## config.mk

```make
export PLATFORM = sky130hd
export DESIGN_NAME = riscv_test_status
export DESIGN_NICKNAME = d
export VERILOG_FILES = /design/src/rtl/riscv_test_status.sv
export SDC_FILE = /design/constraint.sdc
export NUM_CORES = 1
export LEC_CHECK = 0
export ABC_CLOCK_PERIOD_IN_PS = 4210
export CORE_UTILIZATION = 50
export CTS_CLUSTER_SIZE = 12
export DETAILED_ROUTE_END_ITERATION = 7
export PLACE_DENSITY = 0.94
export SLEW_MARGIN = 40
export SYNTH_ARGS = -nofsm -noshare
export SYNTH_HDL_FRONTEND = slang
export SYNTH_SLANG_ARGS = --single-unit
```

## constraint.sdc

```tcl
create_clock -name clk -period 4.21 [get_ports clk]
set_input_delay 1.0525 -clock clk [delete_from_list [all_inputs] [get_ports clk]]
set_output_delay 1.0525 -clock clk [all_outputs]
set_load 0.02 [all_outputs]
```

## src/rtl/riscv_test_status.sv

```systemverilog
// Memory-mapped tohost responder: decodes riscv-tests pass/fail writes, runs a cycle
// watchdog and exposes registered done/passed/timeout flags plus a readable status word.
module riscv_test_status #(
    parameter logic [31:0] TOHOST_ADDR    = 32'h0000_1000,
    parameter logic [31:0] STATUS_ADDR    = 32'h0000_1004,
    parameter int unsigned TIMEOUT_CYCLES = 5000
) (
    input  logic        clk,
    input  logic        rst,
    input  logic [31:0] bus_addr,
    input  logic        bus_we,
    input  logic        bus_re,
    input  logic [31:0] bus_wdata,
    output logic [31:0] bus_rdata,
    output logic        bus_ack,
    output logic        done,
    output logic        passed,
    output logic        timeout,
    output logic [30:0] fail_test,
    output logic [31:0] cycle_count
);

    localparam logic [1:0] ST_RUN     = 2'd0;
    localparam logic [1:0] ST_PASS    = 2'd1;
    localparam logic [1:0] ST_FAIL    = 2'd2;
    localparam logic [1:0] ST_TIMEOUT = 2'd3;

    localparam logic [31:0] LAST_CYCLE = 32'(TIMEOUT_CYCLES - 1);

    logic [1:0]  state_q, state_d;
    logic [31:0] tohost_q, tohost_d;
    logic [31:0] count_d;
    logic [30:0] fail_d;
    logic [31:0] rdata_d;
    logic        hit_tohost, hit_status, hit, tohost_wr;

    assign hit_tohost = (bus_addr == TOHOST_ADDR);
    assign hit_status = (bus_addr == STATUS_ADDR);
    assign hit        = (hit_tohost || hit_status) && (bus_we || bus_re);
    // Only writes seen while still running can update tohost or decide the outcome.
    assign tohost_wr  = bus_we && hit_tohost && (state_q == ST_RUN);

    always_comb begin
        state_d  = state_q;
        tohost_d = tohost_q;
        count_d  = cycle_count;
        fail_d   = fail_test;
        if (state_q == ST_RUN) begin
            if (tohost_wr) begin
                tohost_d = bus_wdata;
            end
            if (tohost_wr && bus_wdata == 32'd1) begin
                state_d = ST_PASS;
            end else if (tohost_wr && bus_wdata[0]) begin
                state_d = ST_FAIL;
                fail_d  = bus_wdata[31:1];
            end else if (cycle_count == LAST_CYCLE) begin
                state_d = ST_TIMEOUT;
            end
            // Expiry freezes the count at the limit-1 value it was reached with.
            if (state_d != ST_TIMEOUT) begin
                count_d = cycle_count + 32'd1;
            end
        end
    end

    always_comb begin
        rdata_d = 32'd0;
        if (hit && !bus_we) begin
            if (hit_tohost) begin
                rdata_d = tohost_q;
            end else begin
                rdata_d = {cycle_count[29:0], state_q};
            end
        end
    end

    always_ff @(posedge clk) begin
        if (rst) begin
            state_q     <= ST_RUN;
            tohost_q    <= 32'd0;
            cycle_count <= 32'd0;
            fail_test   <= 31'd0;
            bus_ack     <= 1'b0;
            bus_rdata   <= 32'd0;
            done        <= 1'b0;
            passed      <= 1'b0;
            timeout     <= 1'b0;
        end else begin
            state_q     <= state_d;
            tohost_q    <= tohost_d;
            cycle_count <= count_d;
            fail_test   <= fail_d;
            bus_ack     <= hit;
            bus_rdata   <= rdata_d;
            done        <= (state_d != ST_RUN);
            passed      <= (state_d == ST_PASS);
            timeout     <= (state_d == ST_TIMEOUT);
        end
    end

endmodule

```

==> results_tabular.tex, run 1 <==
\begin{tabular}{lr}
\hline
Metric & Value \\
\hline
\multicolumn{2}{l}{\textbf{Global routing}} \\
Initial antenna violation count & 0 \\
Global-route wire length before repair & 27.3 mm \\
Largest net degree at the start of global routing & 73 \\
Global Route Usage Sum & 0.314 \\
Via count of the first global-routing pass & about 5,400 \\
GR Overflow Total & 0 \\
\multicolumn{2}{l}{\textbf{Synth}} \\
Area share of xor/xnor cells in the synthesized design & 0.0375 \\
Post-Syn Instances & approximately 620 \\
FF+latch count, synth & 133 \\
Synth unique cells & 42 \\
Simple-gate area share of the yosys netlist & 0.240 \\
Multiplexer area fraction after synthesis & 0.0660 \\
Post-synthesis net count & around 690 \\
Cell area after synthesis & between 5000 and 6000 um\^{}2 \\
Number of warnings issued by yosys & 0 \\
Synthesized area divided by synthesized cell count & between 8 and 9 um\^{}2 \\
Compound-gate portion of the synthesized area & 0.117 \\
Adder and majority gate portion of the synthesized area & 0.00233 \\
Share of the yosys chip area belonging to registers & 0.496 \\
Combinational family with the most area after synthesis & simple AND/OR/NAND/NOR gates \\
\multicolumn{2}{l}{\textbf{Setup path}} \\
Maximum fanout along the worst path & 38 \\
Delay of the slowest cell on the worst path & 0.80 ns \\
Class of the most critical setup path & input pin to flop \\
Kind of start point of the critical path & input pin \\
Startpoint of the worst setup timing path & bus\_addr[19] \\
Critical-path cell list & clkdlybuf4s50\_1, nor4\_2, nand4\_2, or4\_4, a2111oi\_4, mux2\_1 \\
CP Capture Type & flop \\
Worst endpoint required time & approximately 4.6 ns \\
Critical path's top delay family & simple AND/OR/NAND/NOR gates \\
Cell at the slowest stage of the critical path & sky130\_fd\_sc\_hd\_\_or4\_4 \\
Crit path buf inv count & 1 \\
Launching point of the worst reg2reg path & state\_q[1] \\
CP Data Arrival Time & 3.58 ns \\
\multicolumn{2}{l}{\textbf{Route}} \\
Number of routed nets with antenna violations & 0 \\
Total Routed Length & 17.0 mm \\
DRC viols & 0 \\
Average via count per standard cell & about 5.9 \\
Number of design-rule violations left by the first detailed-router iteration & approximately 420 \\
Pre-antenna DRT Iters & 5 \\
Via count of the routed design & 5,421 \\
Routed length per placed instance & $\sim$18 um \\
\multicolumn{2}{l}{\textbf{Run}} \\
Max-cap check violation count & 0 \\
\multicolumn{2}{l}{\textbf{Power}} \\
Total power & approximately 0.0028 W \\
P per Cell Area & roughly 370 nW/um\^{}2 \\
Leakage & between 2 and 2.5 nW \\
Worst voltage drop across the vdd grid & 0.245 mV \\
\multicolumn{2}{l}{\textbf{Floorplanning}} \\
Die Height & $\sim$110 um \\
Floorplan core area & 10,400 um\^{}2 \\
Die Footprint & between 10,000 and 15,000 um\^{}2 \\
Top-Level Pins & between 150 and 200 \\
Site Rows & 37 \\
Initial standard-cell utilization of the core & 0.517 \\
Die X & about 110 um \\
\multicolumn{2}{l}{\textbf{Clock network}} \\
Number of buffers added for setup after CTS & 0 \\
Number of buffers added by the clock tree synthesis step & 17 \\
Maximum level of the CTS H-tree & 4 \\
CTS resizes & 0 \\
CTS root buf & sky130\_fd\_sc\_hd\_\_clkbuf\_8 \\
Total clock sinks & approximately 130 \\
Clock tree from TritonCTS & built \\
Insertion delay of the later-clocked pin in the worst-skew pair & $\sim$0.52 ns \\
Clock-pin slew reported for the worst setup and hold paths after clock tree synthesis & $\sim$0.060 ns \\
Clock Tree Buf Depth & 2 \\
Hold-fix buffers at CTS & 0 \\
\multicolumn{2}{l}{\textbf{Finish}} \\
Most common library cell in the layout ignoring fill and taps & sky130\_fd\_sc\_hd\_\_clkdlybuf4s50\_1 \\
Commonest cells after routing, fill and taps aside & sky130\_fd\_sc\_hd\_\_clkdlybuf4s50\_1 (165), sky130\_fd\_sc\_hd\_\_dfxtp\_1 (133), sky130\_fd\_sc\_hd\_\_a21oi\_1 (73) \\
Share of cells above drive strength 1 & 0.0651 \\
Number of nets in the layout & $\sim$840 \\
Number of diodes added for antenna fixing & 0 \\
Area Growth Syn to Fin & 42.8\% \\
\multicolumn{2}{l}{\textbf{Timing}} \\
Number of slew-limit violations in the final report & 0 \\
Final critical-path required period & 3.18 ns \\
Final setup skew & approximately 0.0097 ns \\
Part of the cycle the worst path needs & 0.754 \\
Worst slew margin & 0.517 \\
Setup total negative slack & 0 ns \\
Actual slew at the worst max-slew pin & approximately 0.73 ns \\
Highest clock frequency the design can meet & between 300 and 400 MHz \\
Total of endpoints with negative setup slack in the final report & 0 \\
Setup repair after global routing missed its margin & false \\
Hold violation total from the final report & 0 \\
\multicolumn{2}{l}{\textbf{Min path}} \\
Worst hold-check path type & flop to flop \\
Min-Delay Startpoint & tohost\_q[4] \\
\multicolumn{2}{l}{\textbf{Place}} \\
HPWL after detailed placement & $\sim$11 mm \\
Global placement routability congestion & between 0.8 and 0.9 \\
Port-buffer cells & roughly 170 \\
\multicolumn{2}{l}{\textbf{Status}} \\
Run status & complete, no violations \\
\hline
\end{tabular}
[cells in the mapped netlist]
| master | n | area share |
|---|---|---|
| sky130_fd_sc_hd__o21ai_1 | 1 | 0.00093 |
| sky130_fd_sc_hd__nand3b_1 | 1 | 0.0014 |
| sky130_fd_sc_hd__nand4_2 | 1 | 0.0023 |
| sky130_fd_sc_hd__nor4_1 | 20 | 0.023 |
| sky130_fd_sc_hd__nand2_1 | 70 | 0.049 |
| sky130_fd_sc_hd__nand3_1 | 42 | 0.039 |
| sky130_fd_sc_hd__o21ai_0 | 38 | 0.035 |
| sky130_fd_sc_hd__xnor2_1 | 19 | 0.031 |
| sky130_fd_sc_hd__nor4bb_1 | 1 | 0.0019 |
| sky130_fd_sc_hd__nor2b_1 | 3 | 0.0035 |
| sky130_fd_sc_hd__mux2i_1 | 32 | 0.060 |
| sky130_fd_sc_hd__or4_4 | 1 | 0.0021 |
| sky130_fd_sc_hd__inv_1 | 10 | 0.0070 |
| sky130_fd_sc_hd__and4_1 | 3 | 0.0049 |
| sky130_fd_sc_hd__nor3b_1 | 1 | 0.0014 |
| sky130_fd_sc_hd__or3_1 | 6 | 0.0070 |
| sky130_fd_sc_hd__nor3_1 | 16 | 0.015 |
| sky130_fd_sc_hd__and4bb_2 | 1 | 0.0023 |
| sky130_fd_sc_hd__and3_1 | 2 | 0.0023 |
| sky130_fd_sc_hd__o221ai_1 | 1 | 0.0016 |
| sky130_fd_sc_hd__nor4b_1 | 5 | 0.0082 |
| sky130_fd_sc_hd__a21boi_0 | 1 | 0.0014 |
| sky130_fd_sc_hd__mux2_1 | 3 | 0.0063 |
| sky130_fd_sc_hd__or2_1 | 1 | 0.0012 |
| sky130_fd_sc_hd__xor2_1 | 4 | 0.0065 |
| sky130_fd_sc_hd__o21a_1 | 1 | 0.0014 |
| sky130_fd_sc_hd__ha_1 | 1 | 0.0023 |
| sky130_fd_sc_hd__nand4_1 | 10 | 0.012 |
| sky130_fd_sc_hd__a2111oi_4 | 1 | 0.0051 |
| sky130_fd_sc_hd__or2_2 | 1 | 0.0012 |
| sky130_fd_sc_hd__nor4b_2 | 1 | 0.0028 |
| sky130_fd_sc_hd__nor2_1 | 64 | 0.045 |
| sky130_fd_sc_hd__clkbuf_1 | 39 | 0.027 |
| sky130_fd_sc_hd__nor4_2 | 4 | 0.0093 |
| sky130_fd_sc_hd__or4b_1 | 1 | 0.0019 |
| sky130_fd_sc_hd__buf_6 | 1 | 0.0021 |
| sky130_fd_sc_hd__a221oi_1 | 1 | 0.0016 |
| sky130_fd_sc_hd__and2_1 | 3 | 0.0035 |
| sky130_fd_sc_hd__buf_2 | 5 | 0.0047 |
| sky130_fd_sc_hd__a21oi_1 | 73 | 0.068 |
| sky130_fd_sc_hd__dfxtp_1 | 133 | 0.50 |
| sky130_fd_sc_hd__a211oi_1 | 1 | 0.0014 |
[metrics by stage]
step	setup WS [ns]	std cells	cell area (um^2)	utilization	hold slack, ns
after global placement	0.588	889	7100	0.684	0.439
after detailed placement	0.503	889	7100	0.684	0.443
final	1.03	920	7660	0.739	0.452
after CTS	1.04	920	7660	0.739	0.450
after floorplan	1.26	623	5370	-	0.432
after global routing	0.949	920	7660	0.739	0.481
[power breakdown]
| part | leakage, nW | total [W] | switching (W) | internal (W) |
|---|---|---|---|---|
| combinational | 1.05 | 0.000125 | 0.0000568 | 0.0000683 |
| clock | 0.273 | 0.00141 | 0.000529 | 0.000881 |
| sequential | 1.07 | 0.00127 | 0.00000425 | 0.00126 |
[sequential cells by signal, indices dropped and copies added, names as in the netlist]
register	flops
cycle_count	32
state_q	2
tohost_q	32
fail_test	31
bus_ack	1
timeout	1
passed	1
done	1
bus_rdata	32
[worst paths after layout]
check                                        to  slack (ns)  depth (start not counted)
worst min register to register      tohost_q[4]        0.45                          2
worst max register to register  cycle_count[15]        1.56                          5
worst max-delay path            cycle_count[15]        1.03                          6
worst min-delay path                tohost_q[4]        0.45                          2
[cell type report]
| cell class | instances | area [um^2] |
|---|---|---|
| fillers | 662 | 2710 |
| flip-flops and latches | 133 | 2660 |
| multi-input cells | 435 | 2500 |
| repair buffers | 175 | 1720 |
| clock buffers | 22 | 463 |
| well taps | 136 | 170 |
| clock inverters | 9 | 103 |
| inverters | 10 | 37.5 |
[tightest hold or removal path: stages, from the launching register on]
cell	delay, ns
sky130_fd_sc_hd__dfxtp_1	0.31
sky130_fd_sc_hd__nand2_1	0.05
sky130_fd_sc_hd__a21oi_1	0.05
[cells by family after synthesis]
logic type,count (synthesis)
simple gates,258
mux,35
fa+ha+maj,1
xor+xnor,23
compound gates,118
flops,133
buf+inv,55
[layer usage]
metal / track usage / share of wire / vias up
met5: 0 / 0 / -
li1: - / - / 2476
met2: 0.507 / 0.49 / 379
met1: 0.385 / 0.38 / 2508
met4: 0.163 / 0.039 / 0
met3: 0.0841 / 0.099 / 58
Note: power is estimated with default switching activity, not from simulation.
==> inputs of run 2 (changes only) <==
ABC_CLOCK_PERIOD_IN_PS = 2500   (was 4210)
CORE_UTILIZATION = 42   (was 50)
PLACE_DENSITY = 0.85   (was 0.94)
clock period = 2.5 ns   (was 4.21 ns; I/O delays follow)
==> run 2 against run 1 <==
  * Worst setup slack lost 0.96 ns
  * First-iteration DRC count is 14% higher
  * Sequential power rose by 68%
  * Total power grew 80%
  * Critical endpoint unchanged
  * Largest power group unchanged
==> results_tabular.tex, run 2 (synthesis gave the netlist of run 1 again) <==
\begin{tabular}{lr}
\hline
Metric & Value \\
\hline
\multicolumn{2}{l}{\textbf{Status}} \\
Run status & complete, no violations \\
\multicolumn{2}{l}{\textbf{Route}} \\
Pre-antenna DRT Iters & 5 \\
Routed length per placed instance & between 15 and 20 um \\
Number of design-rule violations left by the first detailed-router iteration & around 480 \\
DRC viols & 0 \\
Total Routed Length & $\sim$17 mm \\
Number of routed nets with antenna violations & 0 \\
Via count of the routed design & approximately 5,400 \\
Average via count per standard cell & between 5 and 6 \\
\multicolumn{2}{l}{\textbf{Global routing}} \\
Via count of the first global-routing pass & approximately 5,100 \\
Global-route wire length before repair & about 26 mm \\
Global Route Usage Sum & 0.259 \\
Initial antenna violation count & 0 \\
Largest net degree at the start of global routing & 58 \\
GR Overflow Total & 0 \\
\multicolumn{2}{l}{\textbf{Timing}} \\
Worst-case hold slack & $\sim$0.45 ns \\
Hold violation total from the final report & 0 \\
Part of the cycle the worst path needs & 0.969 \\
Worst slew margin & 0.609 \\
Actual slew at the worst max-slew pin & 0.586 ns \\
Highest clock frequency the design can meet & between 400 and 500 MHz \\
Setup total negative slack & 0 ns \\
Total of endpoints with negative setup slack in the final report & 0 \\
Final critical-path required period & about 2.4 ns \\
Final setup skew & approximately 0.0076 ns \\
Number of slew-limit violations in the final report & 0 \\
\multicolumn{2}{l}{\textbf{Clock network}} \\
Number of buffers added by the clock tree synthesis step & 17 \\
Clock Tree Buf Depth & 2 \\
Total clock sinks & between 100 and 150 \\
CTS root buf & sky130\_fd\_sc\_hd\_\_clkbuf\_16 \\
Insertion delay of the later-clocked pin in the worst-skew pair & roughly 0.42 ns \\
Clock tree from TritonCTS & built \\
Clock-pin slew reported for the worst setup and hold paths after clock tree synthesis & around 0.060 ns \\
Maximum level of the CTS H-tree & 4 \\
\multicolumn{2}{l}{\textbf{Setup path}} \\
CP Capture Type & flop \\
Critical-path cell list & clkdlybuf4s15\_1, nor4\_4, nand4\_2, or4\_4, a2111oi\_4, mux2\_1 \\
Delay of the slowest cell on the worst path & about 0.62 ns \\
Worst Reg-to-Reg Cells & 6 \\
Class of the most critical setup path & input pin to flop \\
CP Data Arrival Time & about 2.7 ns \\
Worst endpoint required time & approximately 2.8 ns \\
Maximum fanout along the worst path & 3 \\
Cell at the slowest stage of the critical path & sky130\_fd\_sc\_hd\_\_or4\_4 \\
Kind of start point of the critical path & input pin \\
\multicolumn{2}{l}{\textbf{Finish}} \\
Area Growth Syn to Fin & 54.4\% \\
Final instance area & just over 8000 um\^{}2 \\
End-of-flow core utilization & 0.679 \\
Area of the multi-input gates & about 2600 um\^{}2 \\
Number of nets in the layout & 887 \\
Most common library cell in the layout ignoring fill and taps & sky130\_fd\_sc\_hd\_\_clkdlybuf4s50\_1 \\
Share of cells above drive strength 1 & 0.123 \\
Filler Cell Count & $\sim$930 \\
Largest registers in the final layout & bus\_rdata x32, cycle\_count x32, tohost\_q x32 \\
Commonest cells after routing, fill and taps aside & sky130\_fd\_sc\_hd\_\_clkdlybuf4s50\_1 (137), sky130\_fd\_sc\_hd\_\_dfxtp\_1 (133), sky130\_fd\_sc\_hd\_\_a21oi\_1 (73) \\
Number of diodes added for antenna fixing & 0 \\
Combined flip-flop and latch cell area & between 2000 and 3000 um\^{}2 \\
\multicolumn{2}{l}{\textbf{Floorplanning}} \\
Die Height & 115 um \\
Initial standard-cell utilization of the core & 0.439 \\
Die Footprint & roughly 13,000 um\^{}2 \\
Die X & about 120 um \\
Floorplan core area & around 12,000 um\^{}2 \\
Site Rows & 40 \\
Top-Level Pins & 167 \\
\multicolumn{2}{l}{\textbf{Power}} \\
Leakage & $\sim$2.9 nW \\
Total power & a little over 0.005 W \\
Worst voltage drop across the vdd grid & approximately 0.46 mV \\
P per Cell Area & between 600 and 700 nW/um\^{}2 \\
\multicolumn{2}{l}{\textbf{Min path}} \\
Hold path depth & 2 \\
Worst hold-check path type & flop to flop \\
\multicolumn{2}{l}{\textbf{Run}} \\
Max-cap check violation count & 0 \\
\multicolumn{2}{l}{\textbf{Place}} \\
Cell Area, Placed & approximately 7600 um\^{}2 \\
Port-buffer cells & about 170 \\
HPWL after detailed placement & approximately 12 mm \\
Global placement routability congestion & 0.901 \\
\hline
\end{tabular}
## run 2: layout make-up
| cell class | count | area share |
|---|---|---|
| Timing Repair Buffer | 221 | 0.264 |
| Inverter | 10 | 0.00453 |
| Tap cell | 168 | 0.0254 |
| Multi-Input combinational cell | 435 | 0.308 |
| Sequential cell | 133 | 0.321 |
| Clock inverter | 13 | 0.0249 |
| Clock buffer | 18 | 0.0518 |
## run 2: per-stage QoR
stage | std cells | worst slack [ns]
floorplan | 623 | -0.0166
global placement | 966 | -0.443
finish | 998 | 0.0764
global route | 998 | -0.0253
detailed placement | 966 | -0.479
CTS | 997 | 0.0163
## run 2: report_power, final
| part | internal, W | switching (W) | total, W | leakage (nW) |
|---|---|---|---|---|
| clock | 0.00176 | 0.000920 | 0.00268 | 0.306 |
| sequential | 0.00212 | 0.00000785 | 0.00213 | 1.07 |
| combinational | 0.000132 | 0.000102 | 0.000234 | 1.53 |
| total | 0.00402 | 0.00103 | 0.00505 | 2.90 |
## run 2: repair_timing
action	CTS	global route
gates resized for setup	2	30
hold buffers	0	0
setup endpoints to repair	5	34
setup buffers	0	1
pin swaps	2	11
## run 2: path summary, 6_finish.rpt
check,startpoint,to,slack (ns)
worst min-delay path,tohost_q[17],tohost_q[17],0.45
worst min register to register,tohost_q[17],tohost_q[17],0.45
worst max-delay path,bus_addr[1],cycle_count[15],0.08
worst max register to register,cycle_count[0],cycle_count[2],0.34
## run 2: routing by layer
metal | up-vias | GRT usage | wire (um) | part of all wire
met5 | - | 0 | 0 | 0
li1 | 2567 | - | - | -
met1 | 2541 | 0.318 | 6840 | 0.41
met2 | 262 | 0.428 | 7980 | 0.48
met4 | 0 | 0.127 | 605 | 0.036
met3 | 46 | 0.0585 | 1250 | 0.075
## run 2: worst max-delay path, delay by kind of cell
kind | cells | cell delay [ns]
AND/OR/NAND/NOR | 3 | 1.14
AO/OA/AOI/OAI | 1 | 0.38
multiplexers | 1 | 0.35
buffers and inverters | 1 | 0.22
==> inputs of run 3 (changes only) <==
CORE_MARGIN = 2   (was unset)
==> run 3 against run 2 <==
  * Non-clock buffer count increased by 1
  * The run now ends with negative setup slack left
  * Largest cell class unchanged
  * Maximum frequency decreased by 3.3%
  * Wire length increased by 5.3%
  * Largest power group unchanged
  * Clock power increased by 3%
  * Clock skew decreased by 0.0026 ns
  * Via count increased by 0.57%
==> results_tabular.tex, run 3 (synthesis gave the netlist of run 1 again) <==
\begin{tabular}{lr}
\hline
Metric & Value \\
\hline
\multicolumn{2}{l}{\textbf{Floorplanning}} \\
Die X & 117 um \\
Floorplan core area & between 10,000 and 15,000 um\^{}2 \\
Top-Level Pins & $\sim$170 \\
Die Footprint & $\sim$14,000 um\^{}2 \\
Site Rows & between 40 and 50 \\
Initial standard-cell utilization of the core & 0.427 \\
Die Height & around 120 um \\
\multicolumn{2}{l}{\textbf{Setup path}} \\
Worst Reg-to-Reg Cells & 6 \\
Class of the most critical setup path & input pin to flop \\
Launching point of the worst reg2reg path & cycle\_count[0] \\
Worst endpoint required time & approximately 2.8 ns \\
Kind of start point of the critical path & input pin \\
Flop2flop setup slack & 0.21 ns \\
Maximum fanout along the worst path & 3 \\
CP Capture Type & flop \\
Endpoint of the worst register-to-register path & cycle\_count[2] \\
CP Data Arrival Time & 2.81 ns \\
\multicolumn{2}{l}{\textbf{Timing}} \\
Final setup skew & between 0.004 and 0.005 ns \\
Actual slew at the worst max-slew pin & 0.539 ns \\
Part of the cycle the worst path needs & 1.00 \\
Final critical-path required period & roughly 2.5 ns \\
Worst slew margin & 0.640 \\
Worst path setup slack after routing & -0.00548 ns \\
Total of endpoints with negative setup slack in the final report & 1 \\
Highest clock frequency the design can meet & around 400 MHz \\
Hold violation total from the final report & 0 \\
Number of slew-limit violations in the final report & 0 \\
\multicolumn{2}{l}{\textbf{Min path}} \\
Hold Crit Endpoint & tohost\_q[4] \\
Min-Delay Startpoint & tohost\_q[4] \\
Worst hold-check path type & flop to flop \\
Hold path depth & 2 \\
\multicolumn{2}{l}{\textbf{Finish}} \\
Most common library cell in the layout ignoring fill and taps & sky130\_fd\_sc\_hd\_\_clkdlybuf4s50\_1 \\
Final standard cell count with taps included and fillers excluded & roughly 1,000 \\
Area of the multi-input gates & 2560 um\^{}2 \\
Filler Cell Count & between 900 and 1,000 \\
Area Growth Syn to Fin & 55.4\% \\
Number of nets in the layout & $\sim$890 \\
Combined flip-flop and latch cell area & around 2700 um\^{}2 \\
Largest registers in the final layout & bus\_rdata x32, cycle\_count x32, tohost\_q x32 \\
Share of cells above drive strength 1 & 0.126 \\
Commonest cells after routing, fill and taps aside & sky130\_fd\_sc\_hd\_\_clkdlybuf4s50\_1 (139), sky130\_fd\_sc\_hd\_\_dfxtp\_1 (133), sky130\_fd\_sc\_hd\_\_a21oi\_1 (73) \\
Number of diodes added for antenna fixing & 0 \\
\multicolumn{2}{l}{\textbf{Place}} \\
HPWL after detailed placement & 11.8 mm \\
Port-buffer cells & 166 \\
Global placement routability congestion & 0.840 \\
\# placed instances & 970 \\
Place WS & -0.472 ns \\
\multicolumn{2}{l}{\textbf{Clock network}} \\
Number of buffers added by the clock tree synthesis step & 17 \\
Clock-pin slew reported for the worst setup and hold paths after clock tree synthesis & 0.06 ns \\
CTS root buf & sky130\_fd\_sc\_hd\_\_clkbuf\_16 \\
Clock tree from TritonCTS & built \\
Total clock sinks & around 130 \\
Maximum level of the CTS H-tree & 4 \\
Insertion delay of the later-clocked pin in the worst-skew pair & approximately 0.42 ns \\
Clock Tree Buf Depth & 2 \\
\multicolumn{2}{l}{\textbf{Global routing}} \\
GR Overflow Total & 0 \\
Via count of the first global-routing pass & a little over 5,000 \\
Global-route wire length before repair & about 26 mm \\
Initial antenna violation count & 0 \\
Global Route Usage Sum & 0.250 \\
Largest net degree at the start of global routing & between 40 and 50 \\
\multicolumn{2}{l}{\textbf{Status}} \\
Run status & complete, but fails checks \\
Violated checks & negative setup slack \\
\multicolumn{2}{l}{\textbf{Power}} \\
P per Cell Area & around 620 nW/um\^{}2 \\
Total power & 0.00513 W \\
Leakage & about 2.9 nW \\
Worst voltage drop across the vdd grid & 0.456 mV \\
\multicolumn{2}{l}{\textbf{Route}} \\
DRC viols & 0 \\
Pre-antenna DRT Iters & 5 \\
Number of design-rule violations left by the first detailed-router iteration & about 500 \\
Number of routed nets with antenna violations & 0 \\
Routed length per placed instance & 17.5 um \\
Via count of the routed design & 5,447 \\
Total Routed Length & around 18 mm \\
Average via count per standard cell & around 5.4 \\
\multicolumn{2}{l}{\textbf{Run}} \\
Max-cap check violation count & 0 \\
\hline
\end{tabular}
-- run 3: changes by cell type in the layout (fill, tap and decap cells not counted), moves of 2 or more --
cell / change
sky130_fd_sc_hd__clkinv_2: -2
sky130_fd_sc_hd__clkinvlp_4: +3
sky130_fd_sc_hd__clkdlybuf4s50_1: +2
sky130_fd_sc_hd__clkbuf_8: +2
-- run 3: layer usage --
layer,vias to the layer above,track usage,wire length [um]
li1,2569,-,-
met1,2586,0.322,7340
met2,259,0.421,8690
met3,33,0.0536,1200
met4,0,0.0784,328
met5,-,0,0
-- run 3: critical path: stages --
cell and delay (ns):
sky130_fd_sc_hd__dlymetal6s2s_1 0.16, sky130_fd_sc_hd__nor4_2 0.42, sky130_fd_sc_hd__nand4_1 0.23, sky130_fd_sc_hd__or4_4 0.64
sky130_fd_sc_hd__a2111oi_4 0.41, sky130_fd_sc_hd__mux2_4 0.33
-- run 3: what timing repair did --
action,4_1_cts,5_1_grt
hold buffers,0,0
buffers inserted,2,0
resized for setup,1,29
gates cloned,0,0
pin swaps,2,11
setup endpoints to repair,1,26
-- run 3: worst max-delay path by stage --
stage                       from         endpoint  slack [ns]  depth (start not counted)
finish              bus_addr[16]  cycle_count[15]      -0.005                          6
detailed placement  bus_addr[15]  cycle_count[15]       -0.47                          6
floorplan           bus_addr[19]  cycle_count[15]       -0.02                          6
CTS                 bus_addr[15]  cycle_count[15]       0.009                          6
global placement    bus_addr[19]  cycle_count[15]       -0.39                          6
global route        bus_addr[16]  cycle_count[15]       -0.04                          6
-- run 3: layout make-up --
| cell class | count | share of cell area |
|---|---|---|
| Tap cell | 172 | 0.0258 |
| Inverter | 10 | 0.00450 |
| Multi-Input combinational cell | 435 | 0.306 |
| Clock inverter | 12 | 0.0242 |
| Clock buffer | 20 | 0.0548 |
| Sequential cell | 133 | 0.319 |
| Timing Repair Buffer | 222 | 0.265 |
-- run 3: metrics by stage --
stage / TNS [ns] / hold WS, ns / utilization / cell area, um^2
floorplan: -0.0166 / 0.432 / - / 5410
global placement: -20.56 / 0.438 / 0.603 / 7580
detailed placement: -28.68 / 0.445 / 0.603 / 7580
CTS: 0 / 0.451 / 0.657 / 8260
global route: -0.0413 / 0.466 / 0.664 / 8340
finish: -0.00548 / 0.451 / 0.664 / 8340
-- run 3: where the power goes --
group | total [W] | internal [W] | leakage [nW] | switching (W)
clock network | 0.00276 | 0.00182 | 0.304 | 0.000935
registers | 0.00213 | 0.00212 | 1.07 | 0.00000706
logic | 0.000247 | 0.000140 | 1.53 | 0.000107
total | 0.00513 | 0.00408 | 2.91 | 0.00105
